### src/rtl/mult_unit.sv
// mult_unit: iterative 32x32 signed multiplier, radix-2 Booth, one step per clock.
//
// Ports:
//   clock        in   rising-edge clock
//   reset_n      in   asynchronous active-low reset
//   start        in   single-cycle request; operands sampled on the same edge
//   multiplicand in   [31:0] signed operand A
//   multiplier   in   [31:0] signed operand B
//   product      out  [31:0] low half of A*B, 0 outside DONE
//   overflow     out  1 when the 64-bit product differs from sign-extended product
//   result_rdy   out  high in DONE
//   busy         out  high in BUSY
//   product_hi   out  [31:0] high half of A*B, 0 outside DONE (only with MULT_HI_EN)
//
// Configuration macro: MULT_HI_EN adds the product_hi port.
//
// state   | meaning
// --------+-----------------------------------------------------------
// ST_IDLE | after reset, waiting for start
// ST_BUSY | one Booth step per edge, 32 edges
// ST_DONE | product/overflow valid and held; start restarts

module mult_unit (
    input  logic        clock,
    input  logic        reset_n,
    input  logic        start,
    input  logic [31:0] multiplicand,
    input  logic [31:0] multiplier,
    output logic [31:0] product,
    output logic        overflow,
    output logic        result_rdy,
    output logic        busy
`ifdef MULT_HI_EN
    ,
    output logic [31:0] product_hi
`endif
);

    typedef enum logic [1:0] {
        ST_IDLE = 2'd0,
        ST_BUSY = 2'd1,
        ST_DONE = 2'd2
    } state_t;

    state_t      state_q, state_d;
    logic [31:0] m_q;
    logic [31:0] ac_q;
    logic [31:0] q_q;
    logic        q_m1_q;
    logic [4:0]  cnt_q;

    logic        accept;
    logic        last_step;
    logic [32:0] ac_ext;
    logic [32:0] m_ext;
    logic [32:0] sum;

    // start is ignored while a multiply is in flight
    assign accept    = start && (state_q != ST_BUSY);
    assign last_step = (cnt_q == 5'd31);

    always_ff @(posedge clock or negedge reset_n) begin
        if (!reset_n) begin
            state_q <= ST_IDLE;
        end else begin
            state_q <= state_d;
        end
    end

    always_comb begin
        state_d = state_q;
        case (state_q)
            ST_IDLE: if (accept) state_d = ST_BUSY;
            ST_BUSY: if (last_step) state_d = ST_DONE;
            ST_DONE: if (accept) state_d = ST_BUSY;
            default: state_d = ST_IDLE;
        endcase
    end

    // 33-bit add keeps the true sign of AC +/- M, which matters when
    // M = 0x80000000; the shift then takes the upper 32 bits of that sum.
    always_comb begin
        ac_ext = {ac_q[31], ac_q};
        m_ext  = {m_q[31], m_q};
        case ({q_q[0], q_m1_q})
            2'b01:   sum = ac_ext + m_ext;
            2'b10:   sum = ac_ext - m_ext;
            default: sum = ac_ext;
        endcase
    end

    always_ff @(posedge clock or negedge reset_n) begin
        if (!reset_n) begin
            m_q    <= 32'd0;
            ac_q   <= 32'd0;
            q_q    <= 32'd0;
            q_m1_q <= 1'b0;
            cnt_q  <= 5'd0;
        end else if (accept) begin
            m_q    <= multiplicand;
            ac_q   <= 32'd0;
            q_q    <= multiplier;
            q_m1_q <= 1'b0;
            cnt_q  <= 5'd0;
        end else if (state_q == ST_BUSY) begin
            ac_q   <= sum[32:1];
            q_q    <= {sum[0], q_q[31:1]};
            q_m1_q <= q_q[0];
            cnt_q  <= cnt_q + 5'd1;
        end
    end

    assign busy       = (state_q == ST_BUSY);
    assign result_rdy = (state_q == ST_DONE);
    assign product    = result_rdy ? q_q : 32'd0;
    assign overflow   = result_rdy && (ac_q != {32{q_q[31]}});

`ifdef MULT_HI_EN
    assign product_hi = result_rdy ? ac_q : 32'd0;
`endif

endmodule

### config.mk
export PLATFORM = sky130hd
export DESIGN_NAME = mult_unit
export DESIGN_NICKNAME = d
export VERILOG_FILES = /design/src/rtl/mult_unit.sv
export SDC_FILE = /design/constraint.sdc
export NUM_CORES = 1
export LEC_CHECK = 0
export ABC_AREA = 1
export ABC_CLOCK_PERIOD_IN_PS = 3900
export CORE_ASPECT_RATIO = 1.1
export CORE_MARGIN = 5
export CORE_UTILIZATION = 57
export CTS_CLUSTER_DIAMETER = 30
export DETAILED_ROUTE_END_ITERATION = 7
export PLACE_DENSITY = 0.82
export SYNTH_ARGS = -nofsm -noshare
export SYNTH_HDL_FRONTEND = slang
export SYNTH_SLANG_ARGS = --single-unit
export TNS_END_PERCENT = 50
### constraint.sdc
create_clock -name clock -period 3.9 [get_ports clock]
set_clock_uncertainty 0.1 [all_clocks]
set_input_delay 0.585 -clock clock [delete_from_list [all_inputs] [get_ports clock]]
set_output_delay 0.585 -clock clock [all_outputs]
set_load 0.005 [all_outputs]
==> impl_metrics.toml <==
[critical_path]
critical_path_class = "flip-flop to flip-flop"
crit_top_cell = "nand2_1"
crit_fanout = 5
required_ns = 4.04
cp-end-kind = "flip-flop"
cp.depth = 20
crit_chain = "inv_1, ha_1, nand2_2, nor2_2, nand3_2, nor2_2, nand3_2, o21ai_2, xor2_1, ha_1, nand2_1, inv_1, a21oi_2, nand2_1, nand2_1, nand2_1, a21oi_1, nand3_1, nand3_1, nand2_1"
slowest_delay_ns = 0.38
rrSetupSlack_ns = 0.56
critPathTopFamily = "simple AND/OR/NAND/NOR gates"
r2r_cells = 20
crit_arrival_ns = 3.48
worst_path_max_delay_cell = "dfrtp_1"
start_kind = "flip-flop"
path_buf_inv = 2

[synthesis]
synth.area.mux_share_pct = 0
synth_compound_area_share_pct = 13.9
synth.distinct_cells = 37
yosysTopAreaCell = "dfrtp_1"
yosysTopAreaCellShare_pct = 32.6
syn-num-nets = 1320
ys_seq_elements = 104
synthCells = 1215
yosysSeqAreaShare_pct = 32.6
synthAdderAreaFrac_pct = 6.05
syn_area_per_cell_um2 = 6.57
synth_warnings = 0
synth_area_mm2 = 0.00798
synth-xor-area-share_pct = 4.17
synth_top_family_by_area = "simple AND/OR/NAND/NOR gates"
synth.area.top_cells = "dfrtp_1 (33%), nand2_1 (17%), inv_1 (8.9%), nor2_1 (6.3%), ha_1 (5.8%)"
synthSimpleGateAreaFrac_pct = 31.9

[floorplan]
ios = 102
num_rows = 45
fp.dieH_um = 134
die_area_mm2 = 0.0165
die_x_um = 123
initial_core_util_pct = 57.8
core_mm2 = 0.0138

[cts]
cts.path.max_buffers = 2
clk_latency_ns = 0.35
path_clk_slew_ns = 0.07
cts-htree-levels = 3
cts_made_buffers = 9
hold_buffers = 0
cts_resized = 0
cts_sinks = 104
cts_tree = "built"
cts_root_buffer = "clkbuf_16"
cts_setup_buffers = 0

[timing]
finalCritPeriodShare_pct = 85.6
finalSetupTns_ns = 0
finalHoldViolations = 0
max_freq_mhz = 300
setup_viol = 0
min_period_ns = 3.34
slew_headroom_pct = 22.5
drv_slew = 0
tightest_slew_ns = 1.16
rsz0062_at_grt = "false"

[finish]
synthToLayoutAreaGrowth_pct = 18.8
fillers = 1235
drive_above_1_share_pct = 5.06
num-nets-final = 1405
antenna_cells = 0

[routing]
viasPerCell = 5.54
finalWirelength_um = 23100
first_iter_violations = 660
dr.pass1.iters = 6
wire_per_inst_um = 15.5
vias = 8262
ant_nets = 0
route.detailed.drc = 0

[place]
dpl.hpwl_um = 17600
io_buffer_count = 101
gp_congestion = 0.997

[global_routing]
antenna_found_initial = 0
grt_pass1_vias = 7822
grt_max_degree = 65
grt_usage_pct = 29.0
grt_overflow = 0
grt_pass1_wl_um = 38200

[hold_path]
hold_class = "input pin to asynchronous set/reset pin"

[flow_run]
drv_cap = 0

[run_status]
status = "complete, no violations"
==> layer usage <==
layer  vias to the layer above  part of all wire, %  track usage [%]
met5                         -                    0                0
met4                         0                  2.4             8.21
met3                        37                  9.7             7.68
met2                       352                   45             45.2
met1                      3828                   43             39.8
li1                       4045                    -                -
==> worst reg2reg max path: stages (launching register included) <==
cell	delay (ns)
dfrtp_1	0.38
inv_1	0.12
ha_1	0.20
nand2_2	0.10
nor2_2	0.13
nand3_2	0.09
nor2_2	0.14
nand3_2	0.09
o21ai_2	0.16
xor2_1	0.21
ha_1	0.35
nand2_1	0.17
inv_1	0.07
a21oi_2	0.20
nand2_1	0.08
nand2_1	0.05
nand2_1	0.04
a21oi_1	0.28
nand3_1	0.12
nand3_1	0.09
nand2_1	0.05
==> cell type report <==
class                      count  area [um2]  area share (%)
sequential                   104        2600            27.5
inverter                     201         754            7.96
timing repair buffer         110        1090            11.5
multi-input combinational    874        4480            47.3
clock buffer                   9         225            2.38
clock inverter                 6        91.3           0.964
tap                          188         235            2.48
==> sequential cells by signal (all words and copies together) (netlist names) <==
name and count:
ac_q 32, cnt_q 5, m_q 32, q_m1_q 1
q_q 32, state_q 2
==> logic make-up after synthesis <==
logic type,count (synthesis)
AND/OR/NAND/NOR,616
buffers and inverters,237
AO/OA/AOI/OAI,182
flip-flops,104
XOR/XNOR,38
adder cells (fa/ha/maj),38
==> metrics by stage <==
step	area, um2	worst slack [ns]	std cells	hold WS, ns	util, %
floorplan	7980	1.02	1215	0.189	-
global placement	9160	0.579	1477	0.360	66.4
detailed placement	9160	0.573	1477	0.366	66.4
CTS	9470	0.557	1492	0.178	68.7
global route	9470	0.240	1492	0.199	68.7
finish	9470	0.563	1492	0.149	68.7
==> cells in the final DEF, fill, tap and decap left out, drive strengths merged <==
cell	n
clkdlybuf4s50	100
xnor2	5
o221ai	31
nand2	375
a21oi	56
nor3	18
nor2	145
and2	1
o41ai	3
nand4	16
o21ai	69
o21bai	5
o211ai	2
o22ai	9
buf	10
xor2	33
or2	1
clkbuf	9
nor4	6
inv	202
clkinv	3
ha	37
a31oi	3
nand3	52
fa	1
bufinv	2
nand3b	2
a21o	2
a22o	2
dfrtp	104
==> synth_stat cells <==
master and number:
a21oi_2 3, nand3b_1 2, nor4_1 6, dfrtp_1 104, nor2_2 11, a22o_1 2
nand3_2 4, ha_1 37, o21bai_1 5, a21o_1 2, or2_2 1, o22ai_1 9
a31oi_1 3, nor3_1 17, o21ai_0 53, nand2_1 368, nand3_1 48, buf_2 13
nand4_1 16, nand2_2 7, and2_1 1, xnor2_1 5, o221ai_1 31, o211ai_1 2
o21ai_1 12, clkbuf_1 21, fa_1 1, o21ai_2 4, inv_1 190, a21oi_1 53
nor2_1 134, clkinv_1 2, nor3_4 1, buf_1 2, xor2_1 33, o41ai_1 3
inv_2 9
==> final timing paths <==
kind                              endpoint  startpoint
worst max-delay path              ac_q[31]      m_q[0]
worst min-delay path                q_q[8]     reset_n
worst max register to register    ac_q[31]      m_q[0]
worst min register to register  state_q[0]  state_q[0]
max in group asynchronous         ac_q[25]     reset_n
min in group clock              state_q[0]  state_q[0]
Power is not shown: default switching activity piles up to over one toggle a cycle in this logic, so the estimate is an artifact.
